--- src/rtl/mult_entry_ctrl.sv ---
// Keypad operand entry sequencer for the multiplier: builds two decimal operands,
// pulses the multiplier start, waits for done (with timeout) and holds the product.
module mult_entry_ctrl #(
  parameter int N_DIGITS    = 2,
  parameter int WIDTH       = 8,
  parameter int TIMEOUT_CYC = 1024
) (
  input  logic                 clk,
  input  logic                 rst,
  input  logic                 key_valid_i,
  input  logic [3:0]           key_i,
  input  logic                 mult_done_i,
  input  logic [2*WIDTH-1:0]   product_i,
  output logic [WIDTH-1:0]     op_a_o,
  output logic [WIDTH-1:0]     op_b_o,
  output logic                 mult_start_o,
  output logic [2*WIDTH-1:0]   result_o,
  output logic                 result_valid_o,
  output logic [2:0]           state_o,
  output logic                 err_o
);

  localparam int CNT_W = $clog2(N_DIGITS + 1);
  localparam int TMO_W = $clog2(TIMEOUT_CYC + 1);
  localparam logic [CNT_W-1:0] CNT_MAX  = CNT_W'(N_DIGITS);
  localparam logic [TMO_W-1:0] TMO_LAST = TMO_W'(TIMEOUT_CYC - 1);

  // The largest N_DIGITS-digit decimal value must fit in an operand.
  if ((longint'(10) ** N_DIGITS) - 1 >= (longint'(1) << WIDTH)) begin : g_width_check
    $error("mult_entry_ctrl: WIDTH too small for N_DIGITS decimal digits");
  end

  typedef enum logic [2:0] {
    S_ENTER_A = 3'd0,
    S_ENTER_B = 3'd1,
    S_START   = 3'd2,
    S_WAIT    = 3'd3,
    S_SHOW    = 3'd4
  } state_t;

  state_t               state_q, state_d;
  logic [WIDTH-1:0]     op_a_q, op_a_d;
  logic [WIDTH-1:0]     op_b_q, op_b_d;
  logic [CNT_W-1:0]     cnt_q, cnt_d;
  logic [TMO_W-1:0]     tmo_q, tmo_d;
  logic [2*WIDTH-1:0]   result_q, result_d;
  logic                 start_q, start_d;
  logic                 err_q, err_d;

  logic is_digit, is_enter, is_clear;

  // op*10 + digit without a multiplier.
  function automatic logic [WIDTH-1:0] accum(input logic [WIDTH-1:0] op,
                                             input logic [3:0] digit);
    return (op << 3) + (op << 1) + WIDTH'(digit);
  endfunction

  assign is_digit = key_valid_i && (key_i <= 4'd9);
  assign is_enter = key_valid_i && (key_i == 4'd10);
  assign is_clear = key_valid_i && (key_i == 4'd11);

  always_comb begin
    state_d  = state_q;
    op_a_d   = op_a_q;
    op_b_d   = op_b_q;
    cnt_d    = cnt_q;
    tmo_d    = tmo_q;
    result_d = result_q;
    start_d  = 1'b0;
    err_d    = 1'b0;
    case (state_q)
      S_ENTER_A: begin
        if (is_digit) begin
          if (cnt_q < CNT_MAX) begin
            op_a_d = accum(op_a_q, key_i);
            cnt_d  = cnt_q + 1'b1;
          end else begin
            err_d = 1'b1;
          end
        end else if (is_enter) begin
          if (cnt_q == '0) begin
            err_d = 1'b1;
          end else begin
            op_b_d  = '0;
            cnt_d   = '0;
            state_d = S_ENTER_B;
          end
        end else if (is_clear) begin
          op_a_d = '0;
          cnt_d  = '0;
        end
      end
      S_ENTER_B: begin
        if (is_digit) begin
          if (cnt_q < CNT_MAX) begin
            op_b_d = accum(op_b_q, key_i);
            cnt_d  = cnt_q + 1'b1;
          end else begin
            err_d = 1'b1;
          end
        end else if (is_enter) begin
          if (cnt_q == '0) begin
            err_d = 1'b1;
          end else begin
            state_d = S_START;
            start_d = 1'b1;
          end
        end else if (is_clear) begin
          if (cnt_q != '0) begin
            op_b_d = '0;
            cnt_d  = '0;
          end else begin
            op_a_d  = '0;
            state_d = S_ENTER_A;
          end
        end
      end
      S_START: begin
        tmo_d   = '0;
        state_d = S_WAIT;
      end
      S_WAIT: begin
        // Done takes priority over both the timeout and any key in the same cycle.
        if (mult_done_i) begin
          result_d = product_i;
          state_d  = S_SHOW;
        end else if (tmo_q == TMO_LAST) begin
          err_d   = 1'b1;
          op_a_d  = '0;
          op_b_d  = '0;
          cnt_d   = '0;
          state_d = S_ENTER_A;
        end else begin
          tmo_d = tmo_q + 1'b1;
        end
      end
      S_SHOW: begin
        if (is_digit) begin
          op_a_d   = WIDTH'(key_i);
          op_b_d   = '0;
          cnt_d    = CNT_W'(1);
          result_d = '0;
          state_d  = S_ENTER_A;
        end else if (is_clear) begin
          op_a_d   = '0;
          op_b_d   = '0;
          cnt_d    = '0;
          result_d = '0;
          state_d  = S_ENTER_A;
        end
      end
      default: state_d = S_ENTER_A;
    endcase
  end

  always_ff @(posedge clk) begin
    if (!rst) begin
      state_q  <= S_ENTER_A;
      op_a_q   <= '0;
      op_b_q   <= '0;
      cnt_q    <= '0;
      tmo_q    <= '0;
      result_q <= '0;
      start_q  <= 1'b0;
      err_q    <= 1'b0;
    end else begin
      state_q  <= state_d;
      op_a_q   <= op_a_d;
      op_b_q   <= op_b_d;
      cnt_q    <= cnt_d;
      tmo_q    <= tmo_d;
      result_q <= result_d;
      start_q  <= start_d;
      err_q    <= err_d;
    end
  end

  assign op_a_o         = op_a_q;
  assign op_b_o         = op_b_q;
  assign mult_start_o   = start_q;
  assign result_o       = result_q;
  assign err_o          = err_q;
  assign state_o        = state_q;
  assign result_valid_o = (state_q == S_SHOW);

endmodule

--- config.mk ---
export PLATFORM = sky130hd
export DESIGN_NAME = mult_entry_ctrl
export DESIGN_NICKNAME = d
export VERILOG_FILES = /design/src/rtl/mult_entry_ctrl.sv
export SDC_FILE = /design/constraint.sdc
export NUM_CORES = 1
export LEC_CHECK = 0
export CORE_UTILIZATION = 25
export CTS_BUF_LIST = sky130_fd_sc_hd__clkbuf_8
export CTS_CLUSTER_DIAMETER = 150
export DETAILED_ROUTE_END_ITERATION = 8
export PLACE_DENSITY = 0.47
export SETUP_SLACK_MARGIN = 0.1
export SLEW_MARGIN = 20
export SYNTH_ARGS = -nofsm -noshare
export SYNTH_HDL_FRONTEND = slang
export SYNTH_SLANG_ARGS = --single-unit
--- constraint.sdc ---
create_clock -name clk -period 3.2 [get_ports clk]
set_clock_uncertainty 0.1 [all_clocks]
set_input_delay 0.96 -clock clk [delete_from_list [all_inputs] [get_ports clk]]
set_output_delay 0.96 -clock clk [all_outputs]
set_load 0.05 [all_outputs]
==> run summary <==
The area growth from synthesis to final layout is 36.4%. Counting flops with an async set or reset pin after synthesis yields a share of 0. The switching power is 0.000427 W.

TritonCTS built the clock tree. The startpoint identified for the worst hold timing path is cnt_q[0]$_SDFFE_PN0P_. The clock input transition at the sequential cells of the worst setup and hold paths is 0.10 ns. The final layout net count is 467. The final HPWL from detailed placement came out at 5900 um. The final worst slack is 0.178 ns. The count of pins over their slew limit came to 0. The nature of the critical path startpoint is an input port. The register-to-register setup slack is 0.57 ns. The number of cells on the worst reg-to-reg path is 6. Of the cells placed in the final design, the portion with a size suffix greater than 1 is 0.134. The number of sinks on the clock net came out at 50.

The pre-CTS setup slack came out at -0.261 ns. In this run the deepest clock path goes through 2 buffers. The total inserted antenna cells is 0. The number of buffers inserted by port buffering came out at 61.

The register cell area after layout came out at 1000 sq um. The cell count after synthesis came out at 337. The worst path needs 3.02 ns of the cycle, external delays included. The slew at the pin closest to its max-slew limit came out at 0.743 ns.

TritonCTS created 5 clock buffers. The critical path goes through clkdlybuf4s50_1, inv_2, fa_1, inv_2, fa_2, a21o_1, a21oi_2, xnor2_1, a22o_1. After synthesis, the cell types taking the most area are dfxtp_1 33%, ha_1 9.1%, xnor2_1 5.5%. The final wirelength came out at 7810 um. Max-cap violations in this run came to 0. Hold repair after CTS inserted 0 buffers. Dividing the detail-routed via count by the number of cells gives 4.76.

The leakage power is 1.50 nW. In this design, the largest share of critical-path delay is due to adder cells. The total via count in the routed design is 2669. The global-route wire length before repair came out at 13200 um. Tracing the worst setup path back leads to its startpoint at key_i[3]. The critical path contains buffers and inverters numbering 3 combined. On the worst path, the slowest cell contributes a delay of 0.55 ns. Power spread over the standard cell area amounts to 352 nW/um^2. The post-synthesis area per instance came out at 8.95 sq um. The number of global-route vias before repair came out at 2684.

The endpoint required time on the critical path is 3.31 ns. Counting the fill cells in the layout gives 1194. Measured along the x axis, the die boundary spans 112 um. The share of total power in combinational logic came out at 0.224. The largest individual stage delay along the critical path comes from the cell fa_1. The headroom to the max-slew limit came out at 0.504. The cell-internal power came out at 0.00102 W.

For this configuration, the core starts out at a cell density of 0.261. The path with the worst hold slack has its endpoint at cnt_q[0]$_SDFFE_PN0P_. The area fraction of the dominant cell type after synthesis came out at 0.332. The root buffer cell is clkbuf_8. The dominant cell type by count on the critical path is inv_2. Dividing the detail-routed wire length by the instance count gives 13.9 um. The most common cell after layout, fill and taps aside is clkdlybuf4s50_1. The share of the Yosys chip area taken by registers is 0.332.

The logic depth of the worst setup path including buffers is 9. STA classifies the critical path endpoint as a register. The sum of overflow across all layers after global routing is 0. The final reports fail on design-rule violations. The first-iteration detailed-routing DRC count is 216. Dividing the final minimum period by the clock period gives 0.945. Yosys mapped the design onto 62 distinct sky130hd cell types. The first detailed-routing pass ran for 6 iterations. The number of enable flip-flop cells after synthesis came out at 0. The number of H-tree levels came out at 2. The number of rows created at floorplan came out at 39.

The final setup violation count is 0. The weighted congestion reported at the end of routability-driven placement came out at 0.792. STA puts the critical path data arrival time at 3.13 ns. The final hold violation count is 0.

The prevailing post-synth register cell is dfxtp_1. The area of the die came out at 12500 sq um. For this run, the top clock speed supported by timing is 331 MHz. The maximum number of pins on one net before global-route repair is 20. The post-synthesis instance area is 3020 sq um. The net count of the mapped netlist came out at 387. The total of warnings raised by yosys is 0. Counting flops and latches in the post-synthesis netlist gives 50.

The number of top-level design ports is 62. Of the total power, registers draw 0.451. The number of routed nets with antenna violations came out at 0.

The combined global-route utilization of all metal layers is 0.129. The cell count of the worst hold path came out at 2. Final hold analysis gives a worst-case slack of 0.381 ns.

The maximum vdd drop is 0.159 mV. After floorplanning, the core was sized to cover 11600 sq um. The switching power as a share of total power came out at 0.295. The number of antenna violations at the first check in global routing was 0. The worst-skew pair later-pin latency is 0.31 ns. The critical path in this run is classified as input port to register. The area of the multi-input gates came out at 1910 sq um. Setup repair after global routing could not meet its margin everywhere. The startpoint identified for the worst register-to-register timing path is state_o[0]$_SDFFE_PN0P_.

The tightest min-delay check is of the register to register type. The floorplan die height came out at 112 um. The clock group share of total power came out at 0.325. In this run the critical register-to-register path is captured at op_b_o[2]$_SDFFE_PN0P_. In the layout the commonest cells are 60 x clkdlybuf4s50_1, 50 x dfxtp_1, 28 x buf_4. The cell accounting for the most synthesized area is dfxtp_1. The run finished, with violations left. The number of remaining DRC errors is 6.

Of all nets on the critical path, the largest fanout is 3.
## layer usage
| metal | up-vias | track usage | share of wire |
|---|---|---|---|
| met5 | - | 0 | 0 |
| met4 | 0 | 0.0243 | 0.0052 |
| met3 | 2 | 0.0234 | 0.048 |
| met2 | 67 | 0.212 | 0.45 |
| met1 | 1233 | 0.177 | 0.49 |
| li1 | 1367 | - | - |
## worst register-to-register path: stages, from the launching register on
cell     delay (ns)
dfxtp_1        0.65
buf_4          0.31
or3b_1         0.37
o41ai_2        0.26
nand2_1        0.18
nor3_4         0.46
mux2i_1        0.24
## repair_timing
action	in CTS	in global routing
pin swaps	1	2
setup endpoints to repair	3	4
gates resized for setup	1	7
buffers inserted	0	0
## cell type report
type / instances / area share
Timing Repair Buffer: 89 / 0.202
Clock inverter: 3 / 0.0116
Inverter: 21 / 0.0192
Multi-Input combinational cell: 250 / 0.464
Tap cell: 143 / 0.0435
Clock buffer: 5 / 0.0167
Sequential cell: 50 / 0.243
## power groups by stage
stage                     combinational (W)  sequential, W  clock (W)
after floorplan                    0.000158       0.000700          0
after global routing               0.000353       0.000656   0.000512
final                              0.000324       0.000653   0.000470
after CTS                          0.000315       0.000654   0.000496
after detailed placement           0.000313       0.000668          0
after global placement             0.000317       0.000668          0
## worst max-delay path by stage
stage | endpoint | slack [ns]
after floorplan | op_a_o[6]$_SDFFE_PN0P_ | 0.31
after global placement | op_a_o[7]$_SDFFE_PN0P_ | -0.26
after detailed placement | op_a_o[7]$_SDFFE_PN0P_ | -0.26
after CTS | op_a_o[6]$_SDFFE_PN0P_ | 0.10
after global routing | op_b_o[7]$_SDFFE_PN0P_ | 0.08
final | op_a_o[6]$_SDFFE_PN0P_ | 0.18
## metrics by stage
stage	util	std cells	cell area, sq um	TNS (ns)	total power, W
final	0.356	561	4120	0	0.00145
after global routing	0.356	561	4120	0	0.00152
after CTS	0.352	561	4070	0	0.00146
after detailed placement	0.342	553	3960	-1.48	0.000981
after global placement	0.342	553	3960	-2.10	0.000985
after floorplan	-	337	3020	0	0.000858
## logic make-up after synthesis
| kind of cell | Yosys count | share of synthesized area |
|---|---|---|
| buf+inv | 37 | 0.0489 |
| simple gates | 107 | 0.192 |
| xor+xnor | 20 | 0.0581 |
| compound gates | 89 | 0.225 |
| mux | 8 | 0.0265 |
| flops | 50 | 0.332 |
| fa+ha+maj | 26 | 0.118 |
## synth_stat cells (all sizes together), types with 2 or more instances
master / n
a21o: 4
a2111oi: 5
o21ai: 14
nor3b: 2
a41oi: 2
nand2: 27
mux2i: 8
clkbuf: 11
a32oi: 2
nand4: 2
a21oi: 9
a22o: 4
ha: 22
and3: 3
a211oi: 6
or2: 2
o21a: 4
and2: 3
a21boi: 3
nand3: 9
or3: 2
fa: 4
nor2: 18
nor3: 7
nand3b: 2
or3b: 2
nand2b: 2
inv: 21
nor2b: 21
a22oi: 16
a31oi: 2
a31o: 2
o2bb2ai: 5
nand4b: 2
dfxtp: 50
buf: 5
xnor2: 19
## flip-flops by register name (all words and copies together), names as in the netlist
register / flops
result_o: 16
tmo_q: 11
op_a_o: 8
op_b_o: 8
state_o: 3
cnt_q: 2
err_o: 1
mult_start_o: 1
Power figures use the tool's default switching activity.
